### src/rtl/iq_pkg.sv
// Shared types and constants for the instruction queue and its ring buffer.
package iq_pkg;

    typedef struct packed {
        logic [31:0] pc;
        logic [31:0] instr;
    } iq_entry_t;

    localparam int IQ_PC_STEP       = 4;
    localparam int IQ_DEFAULT_DEPTH = 8;

endpackage

### src/rtl/iq_ring_buffer.sv
// Circular storage of tagged entries with read/write pointers and an explicit
// occupancy counter. The caller guarantees wr_en only when not full and rd_en only when not empty.
module iq_ring_buffer
    import iq_pkg::*;
#(
    parameter int DEPTH = IQ_DEFAULT_DEPTH,
    localparam int AW   = $clog2(DEPTH)
) (
    input  logic      clk,
    input  logic      rst,
    input  logic      clr,
    input  logic      wr_en,
    input  iq_entry_t wr_data,
    input  logic      rd_en,
    output iq_entry_t rd_data,
    output logic [AW:0] count,
    output logic      full,
    output logic      empty
);

    localparam logic [AW:0] FULL_COUNT = (AW + 1)'(DEPTH);

    iq_entry_t         mem [DEPTH];
    logic [AW-1:0]     wr_ptr;
    logic [AW-1:0]     rd_ptr;

    // Pointers are exactly AW bits, so DEPTH-1 -> 0 wraps by overflow.
    always_ff @(posedge clk) begin
        if (rst || clr) begin
            wr_ptr <= '0;
            rd_ptr <= '0;
            count  <= '0;
        end else begin
            if (wr_en) wr_ptr <= wr_ptr + 1'b1;
            if (rd_en) rd_ptr <= rd_ptr + 1'b1;
            case ({wr_en, rd_en})
                2'b10:   count <= count + 1'b1;
                2'b01:   count <= count - 1'b1;
                default: count <= count;
            endcase
        end
    end

    always_ff @(posedge clk) begin
        if (wr_en && !rst && !clr) mem[wr_ptr] <= wr_data;
    end

    assign rd_data = mem[rd_ptr];
    assign full    = (count == FULL_COUNT);
    assign empty   = (count == '0);

endmodule

### src/rtl/instruction_queue.sv
// In-order instruction buffer with PC tagging, flush/redirect and sticky overflow.
// Optional same-cycle bypass to decode when empty is enabled by defining IQ_BYPASS_EN.
module instruction_queue
    import iq_pkg::*;
#(
    parameter int          DEPTH    = IQ_DEFAULT_DEPTH,
    parameter logic [31:0] PC_RESET = 32'h0000_0000
) (
    input  logic                      clk_in,
    input  logic                      rst_in,
    input  logic                      iq_valid,
    input  logic [31:0]               instruction,
    output logic                      enq_ready,
    output logic                      deq_valid,
    input  logic                      deq_ready,
    output logic [31:0]               deq_instr,
    output logic [31:0]               deq_pc,
    input  logic                      flush,
    input  logic [31:0]               redirect_pc,
    output logic [$clog2(DEPTH):0]    count,
    output logic                      full,
    output logic                      empty,
    output logic                      overflow
);

    // Handshakes: upstream iq_valid is a strobe with no back-pressure (enq_ready
    // is advisory; a word offered while full is lost). Downstream pops the head on
    // any cycle where deq_valid && deq_ready, and flush cancels both sides.

    logic [31:0] next_pc;
    iq_entry_t   head;
    logic        buf_full;
    logic        buf_empty;
    logic        enq_fire;
    logic        store;
    logic        pop;
    logic        bypass_hit;
    logic        bypass_take;

    always_comb begin
        enq_fire = iq_valid && !buf_full && !flush;
        pop      = !buf_empty && deq_ready && !flush;
`ifdef IQ_BYPASS_EN
        bypass_hit  = buf_empty && iq_valid && !flush;
        bypass_take = bypass_hit && deq_ready;
`else
        bypass_hit  = 1'b0;
        bypass_take = 1'b0;
`endif
        // A bypassed word that is consumed immediately never touches storage.
        store = enq_fire && !bypass_take;
    end

    iq_ring_buffer #(.DEPTH(DEPTH)) u_ring (
        .clk     (clk_in),
        .rst     (rst_in),
        .clr     (flush),
        .wr_en   (store),
        .wr_data ('{pc: next_pc, instr: instruction}),
        .rd_en   (pop),
        .rd_data (head),
        .count   (count),
        .full    (buf_full),
        .empty   (buf_empty)
    );

    always_ff @(posedge clk_in) begin
        if (rst_in) begin
            next_pc  <= PC_RESET;
            overflow <= 1'b0;
        end else if (flush) begin
            next_pc <= redirect_pc;
        end else begin
            if (enq_fire) next_pc <= next_pc + 32'(IQ_PC_STEP);
            if (iq_valid && buf_full) overflow <= 1'b1;
        end
    end

    always_comb begin
        deq_valid = !buf_empty || bypass_hit;
        deq_instr = 32'h0;
        deq_pc    = 32'h0;
        if (!buf_empty) begin
            deq_instr = head.instr;
            deq_pc    = head.pc;
        end else if (bypass_hit) begin
            deq_instr = instruction;
            deq_pc    = next_pc;
        end
    end

    assign enq_ready = !buf_full;
    assign full      = buf_full;
    assign empty     = buf_empty;

endmodule

### config.mk
export PLATFORM = sky130hd
export DESIGN_NAME = instruction_queue
export DESIGN_NICKNAME = d
export VERILOG_FILES = /design/src/rtl/iq_pkg.sv /design/src/rtl/iq_ring_buffer.sv /design/src/rtl/instruction_queue.sv
export SDC_FILE = /design/constraint.sdc
export NUM_CORES = 1
export LEC_CHECK = 0
export BUFFER_PORTS_ARGS = -buffer_cell sky130_fd_sc_hd__buf_2
export CORE_MARGIN = 2
export CORE_UTILIZATION = 56
export CTS_BUF_LIST = sky130_fd_sc_hd__clkbuf_2 sky130_fd_sc_hd__clkbuf_4 sky130_fd_sc_hd__clkbuf_8
export CTS_CLUSTER_SIZE = 20
export DETAILED_ROUTE_END_ITERATION = 16
export PLACE_DENSITY = 0.73
export RECOVER_POWER = 25
export SYNTH_ARGS = -nofsm -noshare
export SYNTH_HDL_FRONTEND = slang
export SYNTH_HIERARCHICAL = 1
export SYNTH_SLANG_ARGS = --single-unit
### constraint.sdc
create_clock -name clk_in -period 7.01 [get_ports clk_in]
set_input_delay 0.3505 -clock clk_in [delete_from_list [all_inputs] [get_ports clk_in]]
set_output_delay 0.3505 -clock clk_in [all_outputs]
set_load 0.05 [all_outputs]
# ---- After elaboration in Yosys (flattened, before gate mapping)
# Memories as Yosys holds them, arrays and structs flattened. A register that Yosys moved wholly into a read port is not among the register bits.
# Cells that the tools add are included.
dict set report word_totals {
  register_bits 43
  mem_bits_rw 512
  inputBits 69
  output_inout_bits 73
  word_cells 40
  memories 1
}
# name words word_bits read_ports rd_ports_with_merged_regs wr line_no
set mem_list {}
lappend mem_list {u_ring.mem 8 64 1 1 1 iq_ring_buffer.sv:23} ;# iq_entry_t mem [DEPTH];
dict set report classes {
  n_addsub 5
  eq_ne 3
  muxes 9
  bitwise_logic 1
  n_reduce_logical 16
}
# operator count
set ops {}
lappend ops {{32-bit 2-to-1 mux} 4}
lappend ops {{32-bit by 3-bit adder with 32-bit output, second input constant} 1}
lappend ops {{4-bit one-hot mux with 2 select lines} 1}
lappend ops {{1-bit logical AND} 7}
lappend ops {{3-bit by 1-bit adder with 3-bit output, second input constant} 2}
lappend ops {{3-bit 2-to-1 mux} 2}
lappend ops {{4-bit by 1-bit adder with 4-bit output, second input constant} 1}
lappend ops {{4-bit equality test, second input constant} 1}
lappend ops {{1-bit logical NOT} 4}
lappend ops {{4-bit logical NOT} 1}
lappend ops {{2-bit nonzero test} 2}
lappend ops {{4-bit by 1-bit subtractor with 4-bit output, second input constant} 1}
lappend ops {{2-bit by 1-bit equality test with 1-bit output, second input constant} 1}
lappend ops {{2-bit equality test, second input constant} 1}
lappend ops {{1-bit 2-to-1 mux} 2}
lappend ops {{2-bit AND reduction} 1}
lappend ops {{1-bit logical OR} 1}
lappend ops {{1-bit NOT} 1}

# ---- Depth between registers and ports, before layout
# Gate-level depths: netlist of run 1.
dict set report logic_depth {
  word_depth 8
  depth_mapped 13
}

# ---- Modules after synthesis
# The synthesis of run 1 kept the hierarchy.
# mod n_inst cells_each area_each_um2 seq_area_each_um2
set by_module_without_submodules {}
lappend by_module_without_submodules {iq_ring_buffer 1 813 19850.3 15635.0}
lappend by_module_without_submodules {instruction_queue 1 309 2361.0 660.6}

# ---- Worst setup path after synthesis of run 1
# OpenSTA, ideal clock, no wires.
dict set report synth_timing {
  path_kind {register to register}
  startpoint {register u_ring.count[1]}
  endpoint {memory u_ring/mem[0][0] in the netlist's numbering (enable)}
  setup_time_ns 0.565
  t_arrival_ns 6.837
  t_required_ns 6.445
  setup_slack_ns -0.392
  stages_incl_launch_ff 9
  path_buffers 2
  period_less_slack_ns 7.402
  cell_sequence {dfxtp_1 > clkbuf_1 > nor4b_1 > nand2b_1 > clkbuf_1 > nor2_1 > inv_1 > or3_1 > nor3_1}
}
dict set report synth_between {
  elab_chain_len 8
}
# item line_no
set synth_rtl {}
lappend synth_rtl {{start, declared} iq_ring_buffer.sv:16} ;# output logic [AW:0] count,
lappend synth_rtl {{start signal, assigned} iq_ring_buffer.sv:37} ;# 2'b10: count <= count + 1'b1;
lappend synth_rtl {{start signal, assigned} iq_ring_buffer.sv:38} ;# 2'b01: count <= count - 1'b1;
lappend synth_rtl {{start signal, assigned} iq_ring_buffer.sv:39} ;# default: count <= count;
lappend synth_rtl {{4-bit equality test} iq_ring_buffer.sv:49} ;# assign full = (count == FULL_COUNT);
lappend synth_rtl {{named net full} instruction_queue.sv:21} ;# output logic full,
lappend synth_rtl {{1-bit logical NOT} instruction_queue.sv:41} ;# enq_fire = iq_valid && !buf_full && !flush;
lappend synth_rtl {{1-bit logical AND (2 in a row)} instruction_queue.sv:41}
lappend synth_rtl {{named net enq_fire} instruction_queue.sv:34} ;# logic enq_fire;
lappend synth_rtl {{1-bit logical AND (2 in a row)} iq_ring_buffer.sv:45} ;# if (wr_en && !rst && !clr) mem[wr_ptr] <= wr_data;
lappend synth_rtl {{1-bit 2-to-1 mux} iq_ring_buffer.sv:45}
lappend synth_rtl {{1-bit 2-to-1 mux (not written as such)} iq_ring_buffer.sv:45}
lappend synth_rtl {{end, declared} iq_ring_buffer.sv:23}
# The timed path passes the listed nets, and every way through them passes these cells.

# ---- Final worst setup path of run 1
dict set report layout_timing {
  startpoint {register u_ring.count[1]}
  endpoint {memory u_ring/mem[4][18] in the netlist's numbering (enable)}
}
dict set report layout_between {
  elab_chain_len 8
}
# item line_no
set layout_rtl {}
lappend layout_rtl {{4-bit equality test} iq_ring_buffer.sv:49}
lappend layout_rtl {{1-bit logical NOT} instruction_queue.sv:41}
lappend layout_rtl {{1-bit logical AND (2 in a row)} instruction_queue.sv:41}
lappend layout_rtl {{named net enq_fire} instruction_queue.sv:34}
lappend layout_rtl {{1-bit logical AND (2 in a row)} iq_ring_buffer.sv:45}
lappend layout_rtl {{1-bit 2-to-1 mux} iq_ring_buffer.sv:45}
lappend layout_rtl {{1-bit 2-to-1 mux (not written as such)} iq_ring_buffer.sv:45}
# The timed path passes the listed nets, and every way through them passes these cells.

==> results.md, run 1 <==
Clock tree:
- After clock tree synthesis, the clock-pin slew on the worst setup and hold paths is 60 ps.
- The largest buffer count on any clock path is 3.
- The count of hold-fix buffers inserted at cts is 48.
- The clock drives 558 sinks.
- The clock root buffer master is clkbuf_8.
- The deepest level of the CTS H-tree is 3.
- TritonCTS built the clock tree.
- Post-CTS timing repair inserted 0 buffers for setup.
- Buffers inserted during clock tree synthesis total 87.
- The total of cells resized after clock tree synthesis is 0.
- The source-to-sink clock delay at the later pin of the worst-skew pair is 630 ps.

Logic synthesis:
- The post-synthesis cell area is 22,200 um2.
- The synthesized instance count is 1,122.
- The synthesized design contains 512 enable-type register cells.
- The synthesized design contains 558 register bits.
- After Yosys synthesis, and, or, nand and nor cells account for 5.51% of the synthesized area.
- The adder-cell share of the synthesized area is 0.338%.
- The average cell area after synthesis is 19.8 um2.
- By area, the combinational part of the netlist is dominated by multiplexers.
- The area fraction in compound gates after synthesis is 1.97%.
- The share of synthesized area spent on multiplexers is 16.4%.
- The register area share after synthesis is 73.4%.
- The most frequently used flop master after synthesis is edfxtp_1.
- Counting flops with an async set or reset pin after synthesis yields a share of 0%.
- The post-synthesis net count is 1,197.
- The synthesized netlist devotes 0.670% of its cell area to XOR and XNOR gates.
- The total number of yosys warnings is 6.
- The count of different cell masters after synthesis is 55.

GRT:
- Across every metal layer, demand over resource in global routing totals 22.0%.
- The via count of the first global-routing pass was 11,700.
- After global routing the overflow that remains totals 0.
- The number of antenna violations at the first check in global routing was 0.
- The wire length of the first global-routing pass is 67.7 mm.
- The maximum number of pins on one net before global-route repair is 117.

Setup path:
- The largest individual stage delay along the critical path comes from the cell nor2_4.
- The worst setup path is captured at a register.
- The worst-path maximum fanout is 38.
- For this run, the slowest stage of the critical path takes 900 ps.
- Walking the worst path, the cells encountered are nor4b_1, buf_4, nand2b_1, nor2_1, inv_1, or3_1, nor2_4, buf_4.
- The category of the most critical setup path is register to register.
- The kind of start point of the critical path is a register.
- The arrival time of data at the critical path endpoint is 4390 ps.
- The data required time of the worst path is 7260 ps.
- The cell type with the highest occurrence count on the critical path is buf_4.

Run status:
- The run finished with clean final reports.

STA:
- The period utilization is 58.9%.
- The worst slew margin relative to its limit is 23.3%.
- The worst-margin pin slew is 1150 ps.
- The final-report max-slew violation count came to 0.
- The final worst clock skew is 25.4 ps.
- Setup violations remaining at the end of the flow were counted as 0.
- Timing would allow up to 0.242 GHz.
- The setup TNS after final layout is 0 ps.
- Setup repair after global routing left no endpoint under its margin.
- The post-route worst setup slack is 2880 ps.
- For the finished layout, the period the worst path requires is 4130 ps.
- The number of hold violations in the final report is 0.

Route:
- After detailed routing, the average wire length per cell comes to 23.0 um.
- In this run the remaining antenna-violating nets after routing total 0.
- In the routed layout, each cell is associated on average with a via count of 5.93.
- The count of routing violations after the opening detailed-route iteration is 849.
- In the routed design, unresolved DRC markers number 0.
- The number of iterations in the first detailed-routing pass is 6.
- The routed layout has 11,500 vias.
- The total routed wirelength is 44.5 mm.

Pwr:
- Dividing total power by cell area gives a power density of 254 nW/um2.
- The worst-case IR drop observed on VDD is 0.155 mV.
- The static power due to leakage is 8.25 nW.

Die:
- In this run the count of I/O pins placed on the die edge is 142.
- The floorplan step set the die width to 203 um.
- The initial core utilization is 57.1%.
- The core box area is 38,900 um2.
- The floorplan has 72 rows.
- The floorplan step defined a die boundary enclosing 41,300 um2.
- The vertical die dimension is 203 um.

Hold path:
- The worst hold path belongs to the class input port to register.

Place:
- Routability-driven placement finished with a final weighted congestion of 0.792.
- The worst slack after detailed placement is 2870 ps.
- After detailed placement, the total cell area comes to 23,500 um2.
- Summed over all nets, the half-perimeter wirelength after detailed placement is 23.8 mm.
- The number of buffers added on ports is 141.

Flow run:
- The tool flagged a number of max-cap violations equal to 0.

Cells and area:
- The post-route netlist has 33.4% of its cells at a drive strength greater than 1.
- The total inserted antenna cells is 0.
- The final instance area is 25,600 um2.
- The area overhead of the layout relative to synthesis is 15.1%.
- The layout net count is 1,429.
sequential cells by signal, summed over array words and instances, names as in the netlist, named ones only:
register and flops:
u_ring/wr_ptr 3, next_pc 32, overflow 1, u_ring/rd_ptr 3
u_ring/count 4, u_ring/mem 512
where the power goes:
part	total [mW]	switching, mW	internal [mW]
sequential	3.71	0.0480	3.66
combinational	0.208	0.130	0.0780
clock	2.58	1.16	1.43
total	6.50	1.33	5.17
metal layers:
metal	share of wire, %	up-vias	GRT usage (%)
met3	6.6	79	4.17
met5	0	-	0
met4	2.2	0	7.17
li1	-	5053	-
met2	48	419	34.8
met1	43	5920	31.5
synth_stat cells, drive strengths merged (7+ instances only):
master,n,area share [%]
edfxtp,512,69
mux4,128,13
nor2b,69,1.9
mux2,64,3.2
dfxtp,46,4.1
nor2,40,0.68
clkbuf,31,0.52
buf,29,0.95
nand2,24,0.41
inv,13,0.22
nand3,12,0.29
a211oi,11,0.37
xnor2,11,0.43
a311oi,10,0.39
or3,10,0.29
nand4,9,0.31
o21ai,9,0.20
nor3,8,0.18
nor4,8,0.28
and4,7,0.28
or4,7,0.25
final timing paths:
check | from | endpoint | slack (ps) | cells after the start
worst max-delay path | u_ring/count[1]$_SDFFE_PP0P_ | u_ring/mem[4][18]$_DFFE_PP_ | 2880 | 8
worst min-delay path | redirect_pc[24] | next_pc[24]$_SDFFE_PP0N_ | 30 | 3
worst max register to register | u_ring/count[1]$_SDFFE_PP0P_ | u_ring/mem[4][18]$_DFFE_PP_ | 2880 | 8
worst min register to register | overflow$_SDFFE_PP0P_ | overflow$_SDFFE_PP0P_ | 470 | 2
critical path: cells and delay by family, from the launching register on:
family,cells,cell delay [ps]
simple gates,5,2260
buf+inv,3,980
flops,1,490
layout make-up:
cell class / instances / area, um2
clock buffer: 131 / 1580
clock inverter: 21 / 96.3
fill: 2621 / 13400
inverter: 13 / 48.8
multi-input combinational: 491 / 5610
sequential: 558 / 16300
tap: 518 / 648
timing repair buffer: 203 / 1280
logic make-up after synthesis:
group / Yosys count
DFF: 558
and+or+nand+nor: 212
muxes: 197
buffers and inverters: 73
AOI/OAI and AO/OA: 59
xor gates and xnor gates: 17
adders and majority gates: 6
layout by cell type (no fill, tap or decap), drive strengths merged, types with 2 or more instances in the layout:
cell,instances
a21oi,6
a311oi,10
ha,6
a221oi,3
or4,7
or3,10
mux2i,5
nor3,8
nor2,40
nand4,9
buf,123
a2111oi,4
nor2b,69
nand3b,3
o21ai,9
nand2,24
and4,7
o211ai,2
nor4b,3
and3,2
nand2b,3
and2,3
xor2,6
clkinv,18
clkbuf,163
nor4,8
mux4,128
dlygate4sd3,48
a211oi,11
inv,15
dfxtp,46
a31oi,3
mux2,64
a211o,2
o31ai,3
edfxtp,512
xnor2,11
nand3,12
stage by stage:
| step | utilization (%) | hold slack (ps) | total power [mW] | cells |
|---|---|---|---|---|
| floorplan | - | 449 | 3.88 | 1122 |
| global placement | 60.3 | 461 | 3.96 | 1735 |
| detailed placement | 60.3 | 464 | 3.97 | 1735 |
| CTS | 65.8 | 4.17 | 6.57 | 1935 |
| global route | 65.7 | 10.0 | 6.72 | 1935 |
| finish | 65.7 | 33.2 | 6.50 | 1935 |
(Power assumes the default switching activity.)
==> run 2, diff against run 1 <==
Settings changed: PLACE_DENSITY 0.73 to 0.7.
Clock period 7.01 ns to 4.2 ns, I/O delays scaled along.
==> run 2 against run 1 <==
Sequential power rose by 67%. Via count grew 0.70%. Register-to-register slack worse by 1800 ps. Core utilization rose by 1.0 points. Cell area increased by 1.6%. Critical path depth down 3. Hold slack improved by 74 ps. Final cell count rose by 1.6%. Largest power group unchanged. Highest routed layer unchanged.
==> results.md, run 2 (synthesized netlist as in run 1, its figures left out) <==
STA:
- The number of hold violations in the final report was 0 (unchanged).
- The final-report max-slew violation count came to 0 (unchanged).
- The fmax is 0.301 GHz.
- The worst slew margin relative to its limit is 33.9% (was 23.3%).
- The worst-margin pin slew is 991 ps (was 1150 ps).
- The final-report setup violation count was 0 (unchanged).
- The final worst clock skew is 28.1 ps (was 25.4 ps).
- The setup TNS after final layout is 0 ps (unchanged).
- The worst hold slack across all endpoints was 107 ps (was 33.2 ps).
- The period utilization is 79.2%.
- Unrepaired setup endpoints after global routing: false (unchanged).
- For the finished layout, the period the worst path requires is 3330 ps.

Route:
- The detailed-route vias per instance came to 5.88 (was 5.93).
- The number of nets still failing antenna checks after routing is 0 (unchanged).
- The wire length per cell after detailed routing came to 22.5 um (was 23.0 um).
- The total routed wirelength is 44.2 mm (was 44.5 mm).
- The number of iterations in the first detailed-routing pass is 5 (was 6).
- The count of routing violations after the opening detailed-route iteration was 1,051 (was 849).
- The remaining routing DRC violations was 0 (unchanged).
- The via count of the routed design came to 11,600 (was 11,500).

Place:
- The number of buffers added on ports came to 141 (unchanged).
- The total half-perimeter wirelength after legalization and detailed placement was 24.4 mm (was 23.8 mm).
- The routability congestion estimate from global placement is 0.763 (was 0.792).

Setup path:
- The worst-path maximum fanout is 44 (was 38).
- The category of the most critical setup path was register to output pin (was register to register).
- The reg-to-reg critical path startpoint is u_ring/count[3]$_SDFFE_PP0P_ (was u_ring/count[1]$_SDFFE_PP0P_).
- The kind of start point of the critical path is a register (unchanged).
- The end point of the critical path is deq_pc[18] (was u_ring/mem[4][18]$_DFFE_PP_).
- The cell count of the worst reg-to-reg path is 7 (was 8).
- The capturing point of the worst reg2reg path is u_ring/mem[4][22]$_DFFE_PP_ (was u_ring/mem[4][18]$_DFFE_PP_).
- The arrival time of data at the critical path endpoint was 3120 ps (was 4390 ps).
- The critical path capture point type is an output pin (was register).
- The register-to-register setup slack is 1060 ps (was 2880 ps).
- The data required time of the worst path is 3990 ps (was 7260 ps).

Clock tree:
- The clock transition at the registers of the reported paths came to 60 ps (about the same).
- The total number of clock tree sinks came to 558 (unchanged).
- The deepest level of the CTS H-tree is 3 (unchanged).
- The post-CTS repair timing setup buffer count is 0 (unchanged).
- The source-to-sink clock delay at the later pin of the worst-skew pair is 640 ps (was 630 ps).
- The clock root buffer master is clkbuf_8 (unchanged).
- The number of buffers created by CTS came to 86 (was 87).
- The largest buffer count on any clock path is 3 (unchanged).
- The clock tree from TritonCTS was done (unchanged).
- The total of cells resized after clock tree synthesis is 0 (unchanged).

Die:
- The horizontal extent of the die is 203 um (unchanged).
- The core box area was 38,900 um2 (unchanged).
- The top-level I/O count is 142 (unchanged).
- The total number of placement rows came to 72 (unchanged).
- The full die area is 41,300 um2 (unchanged).
- The vertical die dimension is 203 um (unchanged).
- The initial core utilization is 57.1% (unchanged).

Cells and area:
- The largest register by flop count is u_ring/mem (unchanged).
- The fraction of layout cells with a size suffix above 1 is 33.4% (about the same).
- The most frequent standard cell in the layout excluding fill and tap cells is edfxtp_1 (unchanged).
- The fill cell total of the finished layout is 2,606 (was 2,621).
- The layout net count was 1,457 (was 1,429).
- The flip-flop count of the largest register after layout is 512 (unchanged).
- The area overhead of the layout relative to synthesis is 16.9% (was 15.1%).
- Leading cell types in the layout, fill and taps excluded: edfxtp_1 (512), mux4_2 (128), buf_2 (109) (unchanged).
- The total inserted antenna cells came to 0 (unchanged).
- Largest regs: u_ring/mem: 512 flops, next_pc: 32 flops, u_ring/count: 4 flops (unchanged).

Hold path:
- The class of the most critical hold timing path is input port to register (unchanged).

Run status:
- Outcome: finished clean (unchanged).

GRT:
- The leftover overflow at the end of global routing is 0 (unchanged).
- The number of antenna violations at the first check in global routing is 0 (unchanged).
- The maximum number of pins on one net before global-route repair is 89 (was 117).
- The wire length of the first global-routing pass is 68.3 mm (was 67.7 mm).
- The overall global routing resource usage is 22.1% (was 22.0%).
- The via count of the first global-routing pass came to 11,900 (was 11,700).

Pwr:
- The total power density per cell area is 417 nW/um2 (was 254 nW/um2).
- The static power due to leakage came to 8.40 nW (was 8.25 nW).
- The worst-case vdd ir drop was 0.251 mV (was 0.155 mV).

Flow run:
- The max-cap violation count is 0 (unchanged).
run 2: cell types whose count changed in the layout (fill, tap and decap cells not counted), moves of 3 or more:
cell | previous run | this run
clkinvlp_4 | 1 | 4
dlygate4sd3_1 | 48 | 66
clkinv_1 | 15 | 22
dfxtp_1 | 43 | 40
clkinv_2 | 3 | 7
buf_12 | 2 | 14
dfxtp_2 | 0 | 3
clkbuf_4 | 36 | 26
run 2: critical path: stages, from the launching register on:
cell and delay [ps]:
dfxtp_4 730, buf_12 390, mux4_2 560, mux2_2 280
nor2b_1 180, buf_2 290
run 2: power by group:
| group | switching, mW | internal (mW) | total, mW |
|---|---|---|---|
| clock | 1.98 | 2.29 | 4.27 |
| sequential | 0.0838 | 6.11 | 6.19 |
| combinational | 0.218 | 0.143 | 0.361 |
| total | 2.28 | 8.54 | 10.8 |
run 2: stage by stage:
stage	utilization, %	total power [mW]	instance area [um2]	cells	setup WS (ps)
2_1_floorplan	-	6.47	22300	1122	21.8
3_3_place_gp	60.9	6.61	23700	1746	1130
3_5_place_dp	60.9	6.63	23700	1746	1080
4_1_cts	66.8	10.9	26000	1966	762
5_1_grt	66.7	11.2	26000	1966	670
6_report	66.7	10.8	26000	1966	875
run 2: layer usage:
metal  GRT usage [%]  up-vias  share of wire, %
li1                -     5116                 -
met2            35.2      403                49
met1            31.3     5966                43
met4            7.85        0               2.3
met3            3.80       66               5.9
met5               0        -                 0
run 2: layout make-up:
type / count / area, um2 / share of cell area [%]
Sequential cell: 558 / 16300 / 62.8
Inverter: 13 / 48.8 / 0.188
Tap cell: 518 / 648 / 2.50
Timing Repair Buffer: 232 / 1690 / 6.50
Clock inverter: 34 / 156 / 0.602
Clock buffer: 120 / 1490 / 5.73
Multi-Input combinational cell: 491 / 5630 / 21.7
run 2: worst min path at each step:
stage,end,start,cells past startpoint,slack (ps)
final,next_pc[0]$_SDFFE_PP0P_,rst_in,2,110
after global routing,next_pc[0]$_SDFFE_PP0P_,rst_in,2,120
after CTS,next_pc[0]$_SDFFE_PP0P_,rst_in,2,50
after detailed placement,next_pc[22]$_SDFFE_PP0N_,redirect_pc[22],2,430
after global placement,next_pc[22]$_SDFFE_PP0N_,redirect_pc[22],2,430
after floorplan,u_ring/mem[0][0]$_DFFE_PP_,instruction[0],0,310
run 2: what timing repair did:
action | in CTS | in global routing
hold buffers | 66 | 0
hold endpoints to repair | 289 | 0
endpoints found under the setup margin | 0 | 0
==> run 3, diff against run 2 <==
Settings changed: ABC_AREA set to 1, PLACE_DENSITY 0.7 to 0.73.
Clock period 4.2 ns to 2.77 ns, I/O delays scaled along.
==> run 3 against run 2 <==
Cell area increased by 7.7%. Sequential power rose by 52%. Largest cell class unchanged. Synthesized cell count up 82%. Critical path depth increased by 5. Sequential share of layout area down 4.4 points. Non-clock buffer count grew 56. Power is 63% higher. Critical endpoint is now deq_pc[12]. Synthesized area increased by 5.7%. Global-route usage rose by 3.2 points. Core utilization increased by 0.37 points. Combinational power grew to 3.4 times the previous value. Register-to-register slack worse by 920 ps.
==> results.md, run 3 <==
STA:
- The post-route worst setup slack is 83.6 ps (was 875 ps).
- The fmax is 0.372 GHz.
- The final-report setup violation count was 0 (unchanged).
- The worst slew margin relative to its limit was 56.6% (was 33.9%).
- The number of hold violations in the final report is 0 (unchanged).
- The final-report max-slew violation count is 0 (unchanged).
- The worst hold slack across all endpoints is 52.4 ps (was 107 ps).
- The worst-margin pin slew is 651 ps (was 991 ps).
- The final worst clock skew is 34.4 ps (was 28.1 ps).
- The period utilization is 97.0%.
- Unrepaired setup endpoints after global routing: true (was false).
- The time the worst path needs with I/O delays and setup is 2690 ps.

Cells and area:
- The total inserted antenna cells is 0 (unchanged).
- The area overhead of the layout relative to synthesis came to 19.1% (was 16.9%).
- Largest regs: u_ring/mem: 512 flops, next_pc: 32 flops, u_ring/count: 4 flops (unchanged).
- The fraction of layout cells with a size suffix above 1 is 16.7% (was 33.4%).
- The most frequent standard cell in the layout excluding fill and tap cells is edfxtp_1 (unchanged).
- The largest register by flop count is u_ring/mem (unchanged).
- The post-route non-filler standard cell count is 2,922 (was 1,966).
- The flip-flop count of the largest register after layout was 512 (unchanged).
- The layout net count is 2,390 (was 1,457).
- The final instance area is 28,000 um2 (was 26,000 um2).
- Leading cell types in the layout, fill and taps excluded: edfxtp_1 (512), nor2_1 (372), nand2_1 (305) (was edfxtp_1 (512), mux4_2 (128), buf_2 (109)).

Run status:
- Outcome: finished clean (unchanged).

Place:
- The routability congestion estimate from global placement is 0.941 (was 0.763).
- The worst slack after detailed placement is 265 ps (was 1080 ps).
- The number of buffers added on ports came to 141 (unchanged).
- The post-placement cell area was 25,000 um2 (was 23,700 um2).
- The total half-perimeter wirelength after legalization and detailed placement was 30.1 mm (was 24.4 mm).
- The placed instance count came to 2,660 (was 1,746).

GRT:
- The number of antenna violations at the first check in global routing is 0 (unchanged).
- The met3 global-route usage is 4.16% (was 3.80%).
- The global routing met2 resource utilization is 41.9% (was 35.2%).
- The overall global routing resource usage came to 25.3% (was 22.1%).
- The maximum number of pins on one net before global-route repair is 66 (was 89).
- The wire length of the first global-routing pass is 85.7 mm (was 68.3 mm).
- The global routing met1 resource utilization came to 34.4% (was 31.3%).
- The busiest metal layer after global routing is met2 (unchanged).
- The leftover overflow at the end of global routing is 0 (unchanged).
- The via count of the first global-routing pass is 16,000 (was 11,900).

Logic synthesis:
- The cell type with the largest total area after synthesis is edfxtp_1 (unchanged).
- The post-synthesis net count came to 2,122 (was 1,197).
- The most common cell in the netlist is edfxtp_1 (unchanged).
- The number of flops mapped to enable cells by yosys is 512 (unchanged).
- The post-synthesis register bit count is 558 (unchanged).
- The fraction of post-synthesis cell area in the top cell type by area is 65.5% (was 69.2%).
- Ranking of synthesized cells by area: edfxtp_1 (65%), nor2_1 (6.1%), o21ai_0 (5.2%) (was edfxtp_1 (69%), mux4_2 (13%), dfxtp_1 (4.1%)).
- The average cell area after synthesis came to 11.5 um2 (was 19.8 um2).
- The most frequently used flop master after synthesis is edfxtp_1 (unchanged).
- The count of different cell masters after synthesis came to 45 (was 55).
- The post-synthesis cell area is 23,500 um2 (was 22,200 um2).
- Commonest cells in the synthesized netlist: edfxtp_1 (512), nor2_1 (384), nand2_1 (309) (was edfxtp_1 (512), mux4_2 (128), nor2b_1 (69)).
- The post-synthesis async set-or-reset flop share is 0% (unchanged).
- The register area share after synthesis is 69.4% (was 73.4%).
- The total number of yosys warnings is 6 (unchanged).
- The synthesized instance count is 2,047 (was 1,122).

Route:
- The wire length per cell after detailed routing is 19.0 um (was 22.5 um).
- The count of routing violations after the opening detailed-route iteration is 1,256 (was 1,051).
- The total routed wirelength is 55.4 mm (was 44.2 mm).
- The number of iterations in the first detailed-routing pass was 7 (was 5).
- The via count of the routed design is 16,400 (was 11,600).
- The remaining routing DRC violations was 0 (unchanged).
- The number of nets still failing antenna checks after routing is 0 (unchanged).
- The detailed-route vias per instance is 5.60 (was 5.88).

Die:
- The full die area is 43,600 um2 (was 41,300 um2).
- The total number of placement rows is 75 (was 72).
- The initial core utilization is 56.4% (was 57.1%).
- The top-level I/O count is 142 (unchanged).
- The horizontal extent of the die is 209 um (was 203 um).
- The core box area is 41,700 um2 (was 38,900 um2).
- The vertical die dimension was 209 um (was 203 um).

Flow run:
- The max-cap violation count came to 0 (unchanged).

Pwr:
- The static power due to leakage is 10.2 nW (was 8.40 nW).
- The share of total power in sequential cells is 53.4% (was 57.2%).
- The switching fraction of total power came to 23.4% (was 21.1%).
- The worst-case vdd ir drop was 0.534 mV (was 0.251 mV).
- The power share of the combinational group is 7.0% (was 3.3%).
- The total power consumption of the routed design came to 17.6 mW (was 10.8 mW).
- The switching power summed over all nets came to 4.12 mW (was 2.28 mW).
- The total power density per cell area is 629 nW/um2 (was 417 nW/um2).
- The clock group share of total power is 39.6% (was 39.4%).
- The internal power contribution came to 13.5 mW (was 8.54 mW).

Setup path:
- Critical path cell sequence: buf_6, nor2_1, nor2_1, o21ai_0, o21ai_0, nand2_1, nand2_1, inv_1, nor2_1, buf_2 (was buf_12, mux4_2, mux2_2, nor2b_1, buf_2).
- The category of the most critical setup path is register to output pin (unchanged).
- The stage delay of the slowest cell on the critical path is 500 ps (was 730 ps).
- The kind of start point of the critical path is a register (unchanged).
- The critical path capture point type is an output pin (unchanged).
- The arrival time of data at the critical path endpoint was 2550 ps (was 3120 ps).
- The cell count of the worst reg-to-reg path is 12 (was 7).
- The critical path's slowest cell was dfxtp_4 (unchanged).
- The worst-path maximum fanout is 34 (was 44).
- The data required time of the worst path is 2630 ps (was 3990 ps).
- The cell type with the highest occurrence count on the critical path is nor2_1.

Clock tree:
- The clock tree from TritonCTS is done (unchanged).
- The source-to-sink clock delay at the later pin of the worst-skew pair is 660 ps (was 640 ps).
- The number of buffers created by CTS is 90 (was 86).
- The largest buffer count on any clock path is 3 (unchanged).
- The deepest level of the CTS H-tree is 3 (unchanged).
- The total number of clock tree sinks is 558 (unchanged).
- The clock transition at the registers of the reported paths was 60 ps (about the same).
- The clock root buffer master is clkbuf_8 (unchanged).

Hold path:
- The class of the most critical hold timing path is input port to register (unchanged).
- The worst hold path stage count is 3 (was 2).
[run 3: changes by cell type in the layout (fill, tap and decap cells not counted), sizes merged, moves of 11 or more]
cell / previous run / this run
nor2b: 69 / 0
inv: 14 / 126
nand2: 24 / 326
nor2: 40 / 405
a21oi: 6 / 28
mux4: 128 / 0
o22ai: 0 / 64
clkbuf: 152 / 163
mux2i: 5 / 64
o21ai: 9 / 278
dlygate4sd3: 66 / 87
buf: 134 / 160
mux2: 64 / 0
nand3: 12 / 37
[run 3: final timing paths]
| path | to | startpoint | slack, ps |
|---|---|---|---|
| hold / removal | next_pc[30]$_SDFFE_PP0N_ | rst_in | 50 |
| hold reg to reg | register | u_ring/rd_ptr[1]$_SDFFE_PP0P_ | 490 |
| setup / recovery | deq_pc[12] | register | 80 |
| setup reg to reg | next_pc[21]$_SDFFE_PP0N_ | u_ring/count[0]$_SDFFE_PP0P_ | 140 |
[run 3: what timing repair did]
item	4_1_cts	5_1_grt
endpoints found under the hold margin	294	0
setup buffers	7	6
pin swaps	0	1
endpoints found under the setup margin	58	35
cloned	1	1
hold buffers	87	0
resized for setup	9	42
[run 3: metal layers]
| metal | share of wire, % | vias up | wire length, um |
|---|---|---|---|
| met2 | 48 | 682 | 26800 |
| met4 | 2.4 | 0 | 1340 |
| met5 | 0 | - | 0 |
| met3 | 7.3 | 114 | 4070 |
| met1 | 42 | 7884 | 23200 |
| li1 | - | 7694 | - |
[run 3: cells by family (layout without fill, tap and decap cells)]
group / Yosys count / in the layout / synth area share, %
muxes: 64 / 64 / 2.73
xor gates and xnor gates: 2 / 2 / 0.0746
adders and majority gates: 6 / 6 / 0.320
buffers and inverters: 235 / 571 / 4.48
AOI/OAI and AO/OA: 394 / 394 / 9.13
DFF: 558 / 558 / 69.4
and+or+nand+nor: 788 / 788 / 13.9
[run 3: final cells by class]
| class | instances | area, um2 |
|---|---|---|
| Tap cell | 539 | 674 |
| Clock inverter | 37 | 264 |
| Multi-Input combinational cell | 1254 | 6260 |
| Inverter | 123 | 492 |
| Timing Repair Buffer | 288 | 2440 |
| Fill cell | 3065 | 13700 |
| Clock buffer | 123 | 1510 |
| Sequential cell | 558 | 16300 |
[run 3: stage by stage]
| step | TNS, ps | util [%] |
|---|---|---|
| after floorplan | -118620 | - |
| after detailed placement | 0 | 60.1 |
| final | 0 | 67.1 |
| after global placement | 0 | 60.1 |
| after global routing | -150 | 67.1 |
| after CTS | -3.04 | 66.7 |
[run 3: critical path, delay by kind of cell, from the launching register on]
| kind | cells | cell delay, ps |
|---|---|---|
| AND/OR/NAND/NOR | 5 | 510 |
| flip-flops | 1 | 500 |
| AO/OA/AOI/OAI | 2 | 220 |
| buffers and inverters | 3 | 660 |
[run 3: power groups by stage]
stage / clock, mW / combinational (mW) / sequential, mW
2_1_floorplan: 0 / 0.751 / 9.53
3_3_place_gp: 0 / 1.06 / 9.56
3_5_place_dp: 0 / 1.07 / 9.56
4_1_cts: 7.10 / 1.19 / 9.39
5_1_grt: 7.46 / 1.32 / 9.40
6_report: 6.97 / 1.23 / 9.39
